**src/rtl/ram_arbiter.sv**
```systemverilog
// Two-requester round-robin arbiter in front of a 16x8 synchronous RAM; read data is steered back to its issuer.
// Optional `RAM_ARB_CLEAR_EN adds a clr_start/clr_busy sequencer that zero-fills the whole RAM.
module ram_arbiter #(
  parameter int ADDR_WIDTH = 4,
  parameter int DATA_WIDTH = 8,
  parameter int DEPTH      = 16
) (
  input  logic                  clk,
  input  logic                  rst,
  input  logic                  a_valid,
  input  logic                  a_write,
  input  logic [ADDR_WIDTH-1:0] a_addr,
  input  logic [DATA_WIDTH-1:0] a_wdata,
  output logic                  a_ready,
  input  logic                  b_valid,
  input  logic                  b_write,
  input  logic [ADDR_WIDTH-1:0] b_addr,
  input  logic [DATA_WIDTH-1:0] b_wdata,
  output logic                  b_ready,
  output logic                  a_rsp_valid,
  output logic                  b_rsp_valid,
  output logic [DATA_WIDTH-1:0] rsp_data,
  output logic                  ram_wr_enable,
  output logic [ADDR_WIDTH-1:0] ram_wr_addr,
  output logic [DATA_WIDTH-1:0] ram_wr_data,
  output logic                  ram_rd_enable,
  output logic [ADDR_WIDTH-1:0] ram_rd_addr,
`ifdef RAM_ARB_CLEAR_EN
  input  logic                  clr_start,
  output logic                  clr_busy,
`endif
  input  logic [DATA_WIDTH-1:0] ram_rd_data
);

  localparam logic [ADDR_WIDTH-1:0] ADDR_LAST = ADDR_WIDTH'(DEPTH - 1);
  localparam logic REQ_A = 1'b0;
  localparam logic REQ_B = 1'b1;

  logic [1:0]            req_valid;
  logic [1:0]            req_write;
  logic [ADDR_WIDTH-1:0] req_addr  [2];
  logic [DATA_WIDTH-1:0] req_wdata [2];

  assign req_valid    = {b_valid, a_valid};
  assign req_write    = {b_write, a_write};
  assign req_addr[0]  = a_addr;
  assign req_addr[1]  = b_addr;
  assign req_wdata[0] = a_wdata;
  assign req_wdata[1] = b_wdata;

  logic       arb_enable;
  logic [1:0] grant;
  logic       grant_any;
  logic       grant_sel;
  logic       last_grant_q, last_grant_d;
  logic [1:0] rsp_valid_q, rsp_valid_d;

`ifdef RAM_ARB_CLEAR_EN
  typedef enum logic {
    ST_IDLE,
    ST_CLEAR
  } clr_state_t;

  clr_state_t            state_q, state_d;
  logic [ADDR_WIDTH-1:0] clr_addr_q, clr_addr_d;
  logic                  clearing;

  always_ff @(posedge clk) begin
    if (rst) begin
      state_q    <= ST_IDLE;
      clr_addr_q <= '0;
    end else begin
      state_q    <= state_d;
      clr_addr_q <= clr_addr_d;
    end
  end

  always_comb begin
    state_d    = state_q;
    clr_addr_d = clr_addr_q;
    case (state_q)
      ST_IDLE: begin
        if (clr_start) begin
          state_d    = ST_CLEAR;
          clr_addr_d = '0;
        end
      end
      ST_CLEAR: begin
        if (clr_addr_q == ADDR_LAST) begin
          state_d    = ST_IDLE;
          clr_addr_d = '0;
        end else begin
          clr_addr_d = clr_addr_q + ADDR_WIDTH'(1);
        end
      end
      default: begin
        state_d    = ST_IDLE;
        clr_addr_d = '0;
      end
    endcase
  end

  assign clearing   = (state_q == ST_CLEAR);
  assign clr_busy   = clearing;
  // The clr_start cycle itself is still in IDLE, so a request granted then completes normally.
  assign arb_enable = ~rst & ~clearing;
`else
  assign arb_enable = ~rst;
`endif

  // Under contention the requester that did not win last time takes the slot.
  always_comb begin
    grant = 2'b00;
    if (arb_enable) begin
      if (req_valid == 2'b11) begin
        grant = (last_grant_q == REQ_B) ? 2'b01 : 2'b10;
      end else begin
        grant = req_valid;
      end
    end
  end

  assign grant_any = |grant;
  assign grant_sel = grant[1];
  assign a_ready   = grant[0];
  assign b_ready   = grant[1];

  always_comb begin
    ram_wr_enable = 1'b0;
    ram_wr_addr   = '0;
    ram_wr_data   = '0;
    ram_rd_enable = 1'b0;
    ram_rd_addr   = '0;
    if (grant_any) begin
      if (req_write[grant_sel]) begin
        ram_wr_enable = 1'b1;
        ram_wr_addr   = req_addr[grant_sel] & ADDR_LAST;
        ram_wr_data   = req_wdata[grant_sel];
      end else begin
        ram_rd_enable = 1'b1;
        ram_rd_addr   = req_addr[grant_sel] & ADDR_LAST;
      end
    end
`ifdef RAM_ARB_CLEAR_EN
    if (clearing) begin
      ram_wr_enable = 1'b1;
      ram_wr_addr   = clr_addr_q;
      ram_wr_data   = '0;
    end
`endif
  end

  always_comb begin
    last_grant_d = grant_any ? grant_sel : last_grant_q;
    rsp_valid_d  = grant & ~req_write;
  end

  always_ff @(posedge clk) begin
    if (rst) begin
      last_grant_q <= REQ_B;
      rsp_valid_q  <= 2'b00;
    end else begin
      last_grant_q <= last_grant_d;
      rsp_valid_q  <= rsp_valid_d;
    end
  end

  // A read in flight when reset arrives must not produce a strobe during the reset cycle.
  assign a_rsp_valid = rsp_valid_q[0] & ~rst;
  assign b_rsp_valid = rsp_valid_q[1] & ~rst;
  assign rsp_data    = ram_rd_data;

endmodule
```
**config.mk**
```make
export PLATFORM = sky130hd
export DESIGN_NAME = ram_arbiter
export DESIGN_NICKNAME = d
export VERILOG_FILES = /design/src/rtl/ram_arbiter.sv
export SDC_FILE = /design/constraint.sdc
export NUM_CORES = 1
export LEC_CHECK = 0
export ABC_AREA = 1
export CORE_MARGIN = 5
export CORE_UTILIZATION = 24
export CTS_BUF_LIST = sky130_fd_sc_hd__clkbuf_16
export DETAILED_ROUTE_END_ITERATION = 10
export HOLD_SLACK_MARGIN = 0.15
export PLACE_DENSITY_LB_ADDON = 0.08
export RECOVER_POWER = 100
export SLEW_MARGIN = 25
export SYNTH_ARGS = -nofsm -noshare
export SYNTH_HDL_FRONTEND = slang
export SYNTH_SLANG_ARGS = --single-unit
```
**constraint.sdc**
```tcl
create_clock -name clk -period 1.23 [get_ports clk]
set_input_delay 0.246 -clock clk [delete_from_list [all_inputs] [get_ports clk]]
set_output_delay 0.246 -clock clk [all_outputs]
set_load 0.1 [all_outputs]
```
==> impl_metrics.py, run 1 <==
metrics = {
    "clocking": {
        "cts.root.buffer_cell": "clkbuf_16",
        "cts_buffers": 3,
        "htreeDepth": 1,
        "clock_sinks": 3,
        "clk_latency_ns": 0.22,
        "tritoncts": "built",
        "clkSlewWorstSetupHoldPaths_ns": 0.03,
        "cts_buffer_depth": 2,
    },
    "final_layout": {
        "final_cell_mix": "clkdlybuf4s50_1 (24), buf_12 (24), nand2_1 (22), nor2_4 (20), inv_1 (17)",
        "multi_input_area_um2": 508.0,
        "fillCellCount": 154,
        "drive_above_1_share_pct": 50.92,
        "seq_area_um2": 61.31,
        "nets": 202,
        "syn2layout_area_growth_pct": 199.3,
        "fin_area_um2": 1693,
        "antennaDiodeCount": 0,
    },
    "floorplanning": {
        "dieWidth_um": 58.55,
        "die_h_um": 58.55,
        "ioPinCount": 68,
        "fp.coreArea_um2": 2233,
        "die_area_um2": 3428,
        "start_util_pct": 25.32,
        "placementRows": 17,
    },
    "place": {
        "finalWeightedCongestion": 0.7988,
        "port_buffers": 51,
        "placed_area_um2": 1545,
        "post-dp-hpwl_mm": 1.838,
    },
    "timing": {
        "setup_tns_ns": -8.510,
        "hold_violations": 0,
        "rsz0062_at_grt": "yes",
        "worst_slack_ns": -0.4468,
        "drv_slew": 0,
        "finalCriticalPeriod_ns": 1.677,
        "tightest_slew_ns": 0.2613,
        "setup_viol": 20,
        "min_period_over_period_pct": 136.3,
        "finClkSkew_ns": 0.0006105,
        "slew_headroom_pct": 82.58,
        "fmax_mhz": 596.4,
    },
    "setup_path": {
        "path_class": "flip-flop to output pin",
        "start_kind": "flip-flop",
        "arrival_ns": 1.43,
        "path_cells": "nand2_4, nand3_4, nand2_4, nand3_4, buf_16, nor2_4, buf_12",
        "crit_slowest_cell": "dfxtp_2",
        "crit_fanout": 5,
        "crit_required_ns": 0.98,
        "r2r_start": "last_grant_q$_SDFFE_PP1P_",
        "max_stage_delay_ns": 0.33,
        "critical_path.endpoint_type": "output pin",
        "regToRegSetupSlack_ns": 0.15,
        "crit_start": "last_grant_q$_SDFFE_PP1P_",
    },
    "worst_hold_path": {
        "min-delay-start": "rst",
        "min_path_type": "input pin to flip-flop",
    },
    "global_route": {
        "grt_usage_pct": 14.31,
        "grt_max_degree": 10,
        "grt_pass1_wl_mm": 3.843,
        "antenna_found_initial": 0,
        "overflow": 0,
        "grt_pass1_vias": 813,
    },
    "routing": {
        "vias_per_cell": 4.209,
        "drc": 0,
        "wire_per_inst_um": 12.26,
        "drt_iter0_drc": 15,
        "wirelength_mm": 2.342,
        "drt_pass1_iterations": 3,
        "routed-via-count": 804,
        "ant_nets": 0,
    },
    "logic_synthesis": {
        "syn_inst": 104,
        "avgSynthCellArea_um2": 5.438,
        "synthesis.nets": 142,
        "syn_area_um2": 565.5,
        "ys_seq_elements": 3,
        "yosysSeqAreaShare_pct": 10.62,
        "yosysWarnings": 0,
        "synth_cell_type_count": 17,
    },
    "status": {
        "status": "finished, violations left",
        "violations": "negative setup slack",
    },
    "power_and_ir_drop": {
        "p_leak_uw": 0.0007607,
        "p_per_area_nw_per_um2": 856.9,
        "peakVddDrop_uv": 1733,
    },
    "run": {
        "drv_cap": 0,
    },
}
==> metrics by stage <==
stage                     power [uW]  std cells  util, %  setup slack (ns)  hold slack [ns]
after floorplan                695.9        104        -           -0.4383           0.3228
after global placement         897.0        185    69.19           -0.7183           0.4932
final                           1451        191    75.80           -0.4468           0.3502
after CTS                       1457        190    75.52           -0.4547           0.4350
after detailed placement       903.2        185    69.19           -0.7542           0.4932
after global routing            1514        191    75.80           -0.5141           0.3942
==> logic make-up after synthesis <==
logic type,after synthesis,share of synthesized area [%]
flops,3,10.62
simple gates,61,53.54
compound gates,5,4.424
buf+inv,35,31.42
==> routing by layer <==
layer	wire, um	vias up	part of all wire, %	global-route usage [%]
li1	-	421	-	-
met4	27	0	1.2	5.960
met2	1256	32	54	26.16
met1	861	347	37	15.51
met3	197	4	8.4	3.509
met5	0	-	0	0
==> cell type report <==
type,count,share of cell area [%]
Clock buffer,3,4.435
Clock inverter,1,0.2217
Inverter,24,6.504
Multi-Input combinational cell,66,30.01
Sequential cell,3,3.622
Tap cell,28,2.069
Timing Repair Buffer,66,53.14
==> where the power goes <==
part / total (uW) / switching [uW] / internal (uW)
Clock: 516 / 95.9 / 420
Sequential: 107 / 3.62 / 104
Combinational: 827 / 487 / 340
Total: 1450 / 586 / 864
==> cells in the mapped netlist, drive strengths merged <==
cell type | n | area, um^2
nand3 | 14 | 92.59
inv | 24 | 90.09
nor2 | 20 | 105.1
buf | 11 | 87.58
nor3 | 1 | 5.000
or2 | 1 | 6.260
o21ai | 5 | 25.02
nand2 | 25 | 93.84
dfxtp | 3 | 60.06
==> worst max-delay path, delay by kind of cell (launching register included) <==
kind                   cells  cell delay (ns)
AND/OR/NAND/NOR            5             0.52
flip-flops                 1             0.33
buffers and inverters      2             0.36
==> final timing paths <==
check                                    to  depth (start not counted)
setup reg to reg  rsp_valid_q[0]$_SDFF_PP0_                          4
hold / removal    last_grant_q$_SDFFE_PP1P_                          3
setup / recovery             ram_wr_data[3]                          7
hold reg to reg   last_grant_q$_SDFFE_PP1P_                          3
==> repair_timing <==
action,4_1_cts,5_1_grt
pin swaps,5,0
setup buffers,0,1
cloned,1,0
endpoints found under the setup margin,23,22
hold buffers,0,0
gates resized for setup,19,8
hold endpoints to repair,0,0
==> flip-flops by register name (all words and copies together), names as in the netlist <==
name	cells
rsp_valid_q	2
last_grant_q	1
No activity file was read; power rests on OpenSTA's default activity.
==> run 2: changes to the inputs <==
--- a/config.mk
+++ b/config.mk
@@ -6,10 +6,11 @@
 export NUM_CORES = 1
 export LEC_CHECK = 0
 export ABC_AREA = 1
-export CORE_MARGIN = 5
-export CORE_UTILIZATION = 24
+export CORE_AREA = 5 5 42 44
 export CTS_BUF_LIST = sky130_fd_sc_hd__clkbuf_16
 export DETAILED_ROUTE_END_ITERATION = 10
+export DIE_AREA = 0 0 47 49
+export DONT_BUFFER_PORTS = 1
 export HOLD_SLACK_MARGIN = 0.15
 export PLACE_DENSITY_LB_ADDON = 0.08
 export RECOVER_POWER = 100
==> run 2 against run 1 <==
- the flow now stops in 4_1_cts
- synthesized cell count did not move
- synthesized area did not move
==> impl_metrics.py, run 2 <==
metrics = {
    "status": {
        "status": "did not finish",
        "stop_stage": "4_1_cts",
        "stop_error": "[ERROR DPL-0038] Utilization greater than 100%, impossible to legalize",
    },
    "clocking": {
        "cts_buffer_depth": 2,
        "cts_resized": 20,
        "cts_buffers": 3,
        "cts_setup_buffers": 2,
        "cts.root.buffer_cell": "clkbuf_16",
        "clock_sinks": 3,
        "cts_hold_buf": 1,
        "htreeDepth": 1,
    },
    "logic_synthesis": {
        "synth_top_area_share_pct": 16.59,
        "yosysWarnings": 0,
        "synth_area_leaders": "nand2_1 (17%), inv_1 (13%), dfxtp_1 (11%), buf_4 (11%), nor2_2 (10%)",
        "synth_most_common_cell": "nand2_1",
        "avgSynthCellArea_um2": 5.438,
        "syn_inst": 104,
        "synthArstFlopShare_pct": 0,
        "yosysSeqAreaShare_pct": 10.62,
        "synth.largest_area_cell": "nand2_1",
        "synthesis.nets": 142,
        "synth_common_cells": "nand2_1 (25), inv_1 (19), nand3_1 (11)",
        "synth_flop_cell": "dfxtp_1",
        "ys_seq_elements": 3,
        "synth_edf_count": 0,
        "syn_area_um2": 565.5,
        "synth_cell_type_count": 17,
    },
    "place": {
        "finalWeightedCongestion": 0.6900,
        "post-dp-hpwl_mm": 2.161,
        "placed_area_um2": 1262,
        "port_buffers": 0,
    },
    "floorplanning": {
        "placementRows": 14,
        "die_h_um": 49,
        "ioPinCount": 68,
        "dieWidth_um": 47,
        "start_util_pct": 40.36,
    },
}
run 2: cell counts after synthesis:
No cell type changed its count.
run 2: cell families after synthesis:
logic type | after synthesis | synth area share, %
compound gates | 5 | 4.424
flops | 3 | 10.62
buf+inv | 35 | 31.42
simple gates | 61 | 53.54
run 2: per-stage QoR:
stage	hold WS, ns	instances	utilization (%)	worst slack [ns]	TNS [ns]
2_1_floorplan	0.3228	104	-	-0.4383	-7.100
3_3_place_gp	0.3297	147	90.09	-0.2541	-3.610
3_5_place_dp	0.3294	147	90.09	-0.3194	-4.628
==> run 3: changes to the inputs <==
--- a/config.mk
+++ b/config.mk
@@ -6,13 +6,11 @@
 export NUM_CORES = 1
 export LEC_CHECK = 0
 export ABC_AREA = 1
-export CORE_AREA = 5 5 42 44
-export CTS_BUF_LIST = sky130_fd_sc_hd__clkbuf_16
+export CORE_AREA = 5 5 66 68
 export DETAILED_ROUTE_END_ITERATION = 10
-export DIE_AREA = 0 0 47 49
+export DIE_AREA = 0 0 71 73
 export DONT_BUFFER_PORTS = 1
-export HOLD_SLACK_MARGIN = 0.15
-export PLACE_DENSITY_LB_ADDON = 0.08
+export PLACE_DENSITY_LB_ADDON = 0.15
 export RECOVER_POWER = 100
 export SLEW_MARGIN = 25
 export SYNTH_ARGS = -nofsm -noshare
==> constraint.sdc (replaced) <==
create_clock -name clk -period 1.6 [get_ports clk]
set_input_delay 0.32 -clock clk [delete_from_list [all_inputs] [get_ports clk]]
set_output_delay 0.32 -clock clk [all_outputs]
set_load 0.1 [all_outputs]
==> run 3 against run 2 <==
- the flow now finishes, with violations (negative setup slack)
==> impl_metrics.py, run 3 (same netlist as run 1, synthesis figures left out) <==
metrics = {
    "floorplanning": {
        "dieWidth_um": 71,
        "fp.coreArea_um2": 3799,
        "placementRows": 23,
        "die_h_um": 73,
        "ioPinCount": 68,
        "die_area_um2": 5183,
        "start_util_pct": 14.89,
    },
    "final_layout": {
        "nets": 168,
        "largest_register_ff_count": 2,
        "fillCellCount": 414,
        "drive_above_1_share_pct": 60.47,
        "syn2layout_area_growth_pct": 132.5,
        "final_cell_mix": "buf_12 (22), nand2_1 (19), inv_1 (18), nor2_4 (18), nand3_1 (9)",
        "fin_area_um2": 1315,
        "final_common_cell": "buf_12",
        "fin_cells": 179,
        "post-route-util_pct": 34.62,
        "antennaDiodeCount": 0,
        "seq_area_um2": 61.31,
        "top_regs": "rsp_valid_q (2), last_grant_q (1)",
        "regMostFlops": "rsp_valid_q",
        "multi_input_area_um2": 538.0,
    },
    "global_route": {
        "grt_max_degree": 9,
        "grt_pass1_vias": 679,
        "overflow": 0,
        "grt_usage_pct": 7.695,
        "grt_pass1_wl_mm": 3.180,
        "antenna_found_initial": 0,
    },
    "setup_path": {
        "worst-path-buf-inv": 2,
        "start_kind": "flip-flop",
        "crit_slowest_cell": "dfxtp_2",
        "critPathTopFamily": "simple AND/OR/NAND/NOR gates",
        "crit_required_ns": 1.28,
        "crit_fanout": 8,
        "critical_path.endpoint_type": "output pin",
        "max_stage_delay_ns": 0.32,
        "path_cells": "nand2_4, nand3_4, nand2_2, nand3_4, buf_12, nor2_4, buf_12",
        "path_class": "flip-flop to output pin",
        "arrival_ns": 1.38,
    },
    "timing": {
        "rsz0062_at_grt": "yes",
        "hold-worst-slack_ns": 0.1817,
        "drv_slew": 0,
        "worst_slack_ns": -0.1032,
        "finClkSkew_ns": 0.0004319,
        "hold_violations": 0,
        "fmax_mhz": 587.1,
        "setup_viol": 18,
        "tightest_slew_ns": 0.5414,
        "min_period_over_period_pct": 106.5,
        "slew_headroom_pct": 64.06,
        "finalCriticalPeriod_ns": 1.703,
    },
    "power_and_ir_drop": {
        "power_frac_seq_pct": 9.8,
        "p_int_uw": 435.6,
        "fin_total_pwr_uw": 835.0,
        "p_sw_uw": 399.4,
        "p_per_area_nw_per_um2": 635.0,
        "clock_power_share_pct": 25.9,
        "power.share.combinational_pct": 64.2,
        "p_sw_share_pct": 47.84,
        "p_leak_uw": 0.0005889,
        "peakVddDrop_uv": 358.1,
    },
    "routing": {
        "drt_pass1_iterations": 4,
        "drc": 0,
        "wirelength_mm": 2.059,
        "vias_per_cell": 3.676,
        "routed-via-count": 658,
        "ant_nets": 0,
        "drt_iter0_drc": 11,
        "wire_per_inst_um": 11.50,
    },
    "clocking": {
        "cts_hold_buf": 0,
        "cts_buffer_depth": 2,
        "clk_latency_ns": 0.21,
        "cts_buffers": 3,
        "clkSlewWorstSetupHoldPaths_ns": 0.03,
        "cts.root.buffer_cell": "clkbuf_8",
        "tritoncts": "built",
        "clock_sinks": 3,
        "htreeDepth": 1,
    },
    "run": {
        "drv_cap": 0,
    },
    "status": {
        "status": "finished, violations left",
        "violations": "negative setup slack",
    },
    "place": {
        "post-dp-hpwl_mm": 1.842,
        "placed_area_um2": 1230,
        "dp_cells": 171,
        "finalWeightedCongestion": 0.7307,
        "port_buffers": 0,
    },
    "worst_hold_path": {
        "min_path_type": "input pin to flip-flop",
    },
}
==> run 3: power groups by stage <==
stage	Combinational (uW)	Clock [uW]	Sequential, uW
4_1_cts	542	225	82.1
2_1_floorplan	471	0	82.4
6_report	536	216	82.2
5_1_grt	561	235	82.6
3_3_place_gp	526	0	82.7
3_5_place_dp	529	0	82.8
==> run 3: repair_timing <==
item / in CTS / in global routing
endpoints found under the setup margin: 19 / 19
gates resized for setup: 3 / 2
setup buffers: 4 / 0
pin swaps: 9 / 1
==> run 3: path summary, 6_finish.rpt <==
path,end,from,cells after the start,slack (ns)
setup / recovery,ram_wr_data[2],last_grant_q$_SDFFE_PP1P_,7,-0.10
hold / removal,rsp_valid_q[0]$_SDFF_PP0_,a_write,1,0.18
setup reg to reg,rsp_valid_q[0]$_SDFF_PP0_,last_grant_q$_SDFFE_PP1P_,4,0.61
hold reg to reg,last_grant_q$_SDFFE_PP1P_,last_grant_q$_SDFFE_PP1P_,3,0.59
==> run 3: per-stage QoR <==
| step | TNS [ns] | worst slack, ns |
|---|---|---|
| 6_report | -1.488 | -0.1032 |
| 5_1_grt | -2.716 | -0.1748 |
| 4_1_cts | -1.665 | -0.1114 |
| 3_5_place_dp | -0.3618 | -0.03495 |
| 3_3_place_gp | 0 | 0.009745 |
| 2_1_floorplan | -1.590 | -0.1597 |
==> run 3: layout make-up <==
cell class                 instances  share of cell area, %
clock buffer                       4                  3.425
inverter                          24                  7.136
multi-input combinational         66                  40.91
sequential                         3                  4.662
tap                               50                  4.757
timing repair buffer              32                  39.11
==> run 3: routing by layer <==
metal  vias to the layer above  routed length (um)  global-route usage (%)
met5                         -                   0                       0
met4                         0                   0                   2.714
met3                         0                 199                   2.893
met2                        31                1031                   12.15
met1                       280                 827                   9.582
li1                        347                   -                       -
==> run 3: worst register-to-register path, stage by stage (launching register included) <==
cell     delay [ns]
dfxtp_2        0.32
buf_4          0.13
or2_4          0.24
nand2_1        0.13
nor3_1         0.06
==> run 4: changes to the inputs <==
--- a/config.mk
+++ b/config.mk
@@ -6,6 +6,7 @@
 export NUM_CORES = 1
 export LEC_CHECK = 0
 export ABC_AREA = 1
+export ABC_CLOCK_PERIOD_IN_PS = 1600
 export CORE_AREA = 5 5 66 68
 export DETAILED_ROUTE_END_ITERATION = 10
 export DIE_AREA = 0 0 71 73
==> results of run 4 <==
Same layout as run 3: the final DEF is identical, and so are final timing and power.
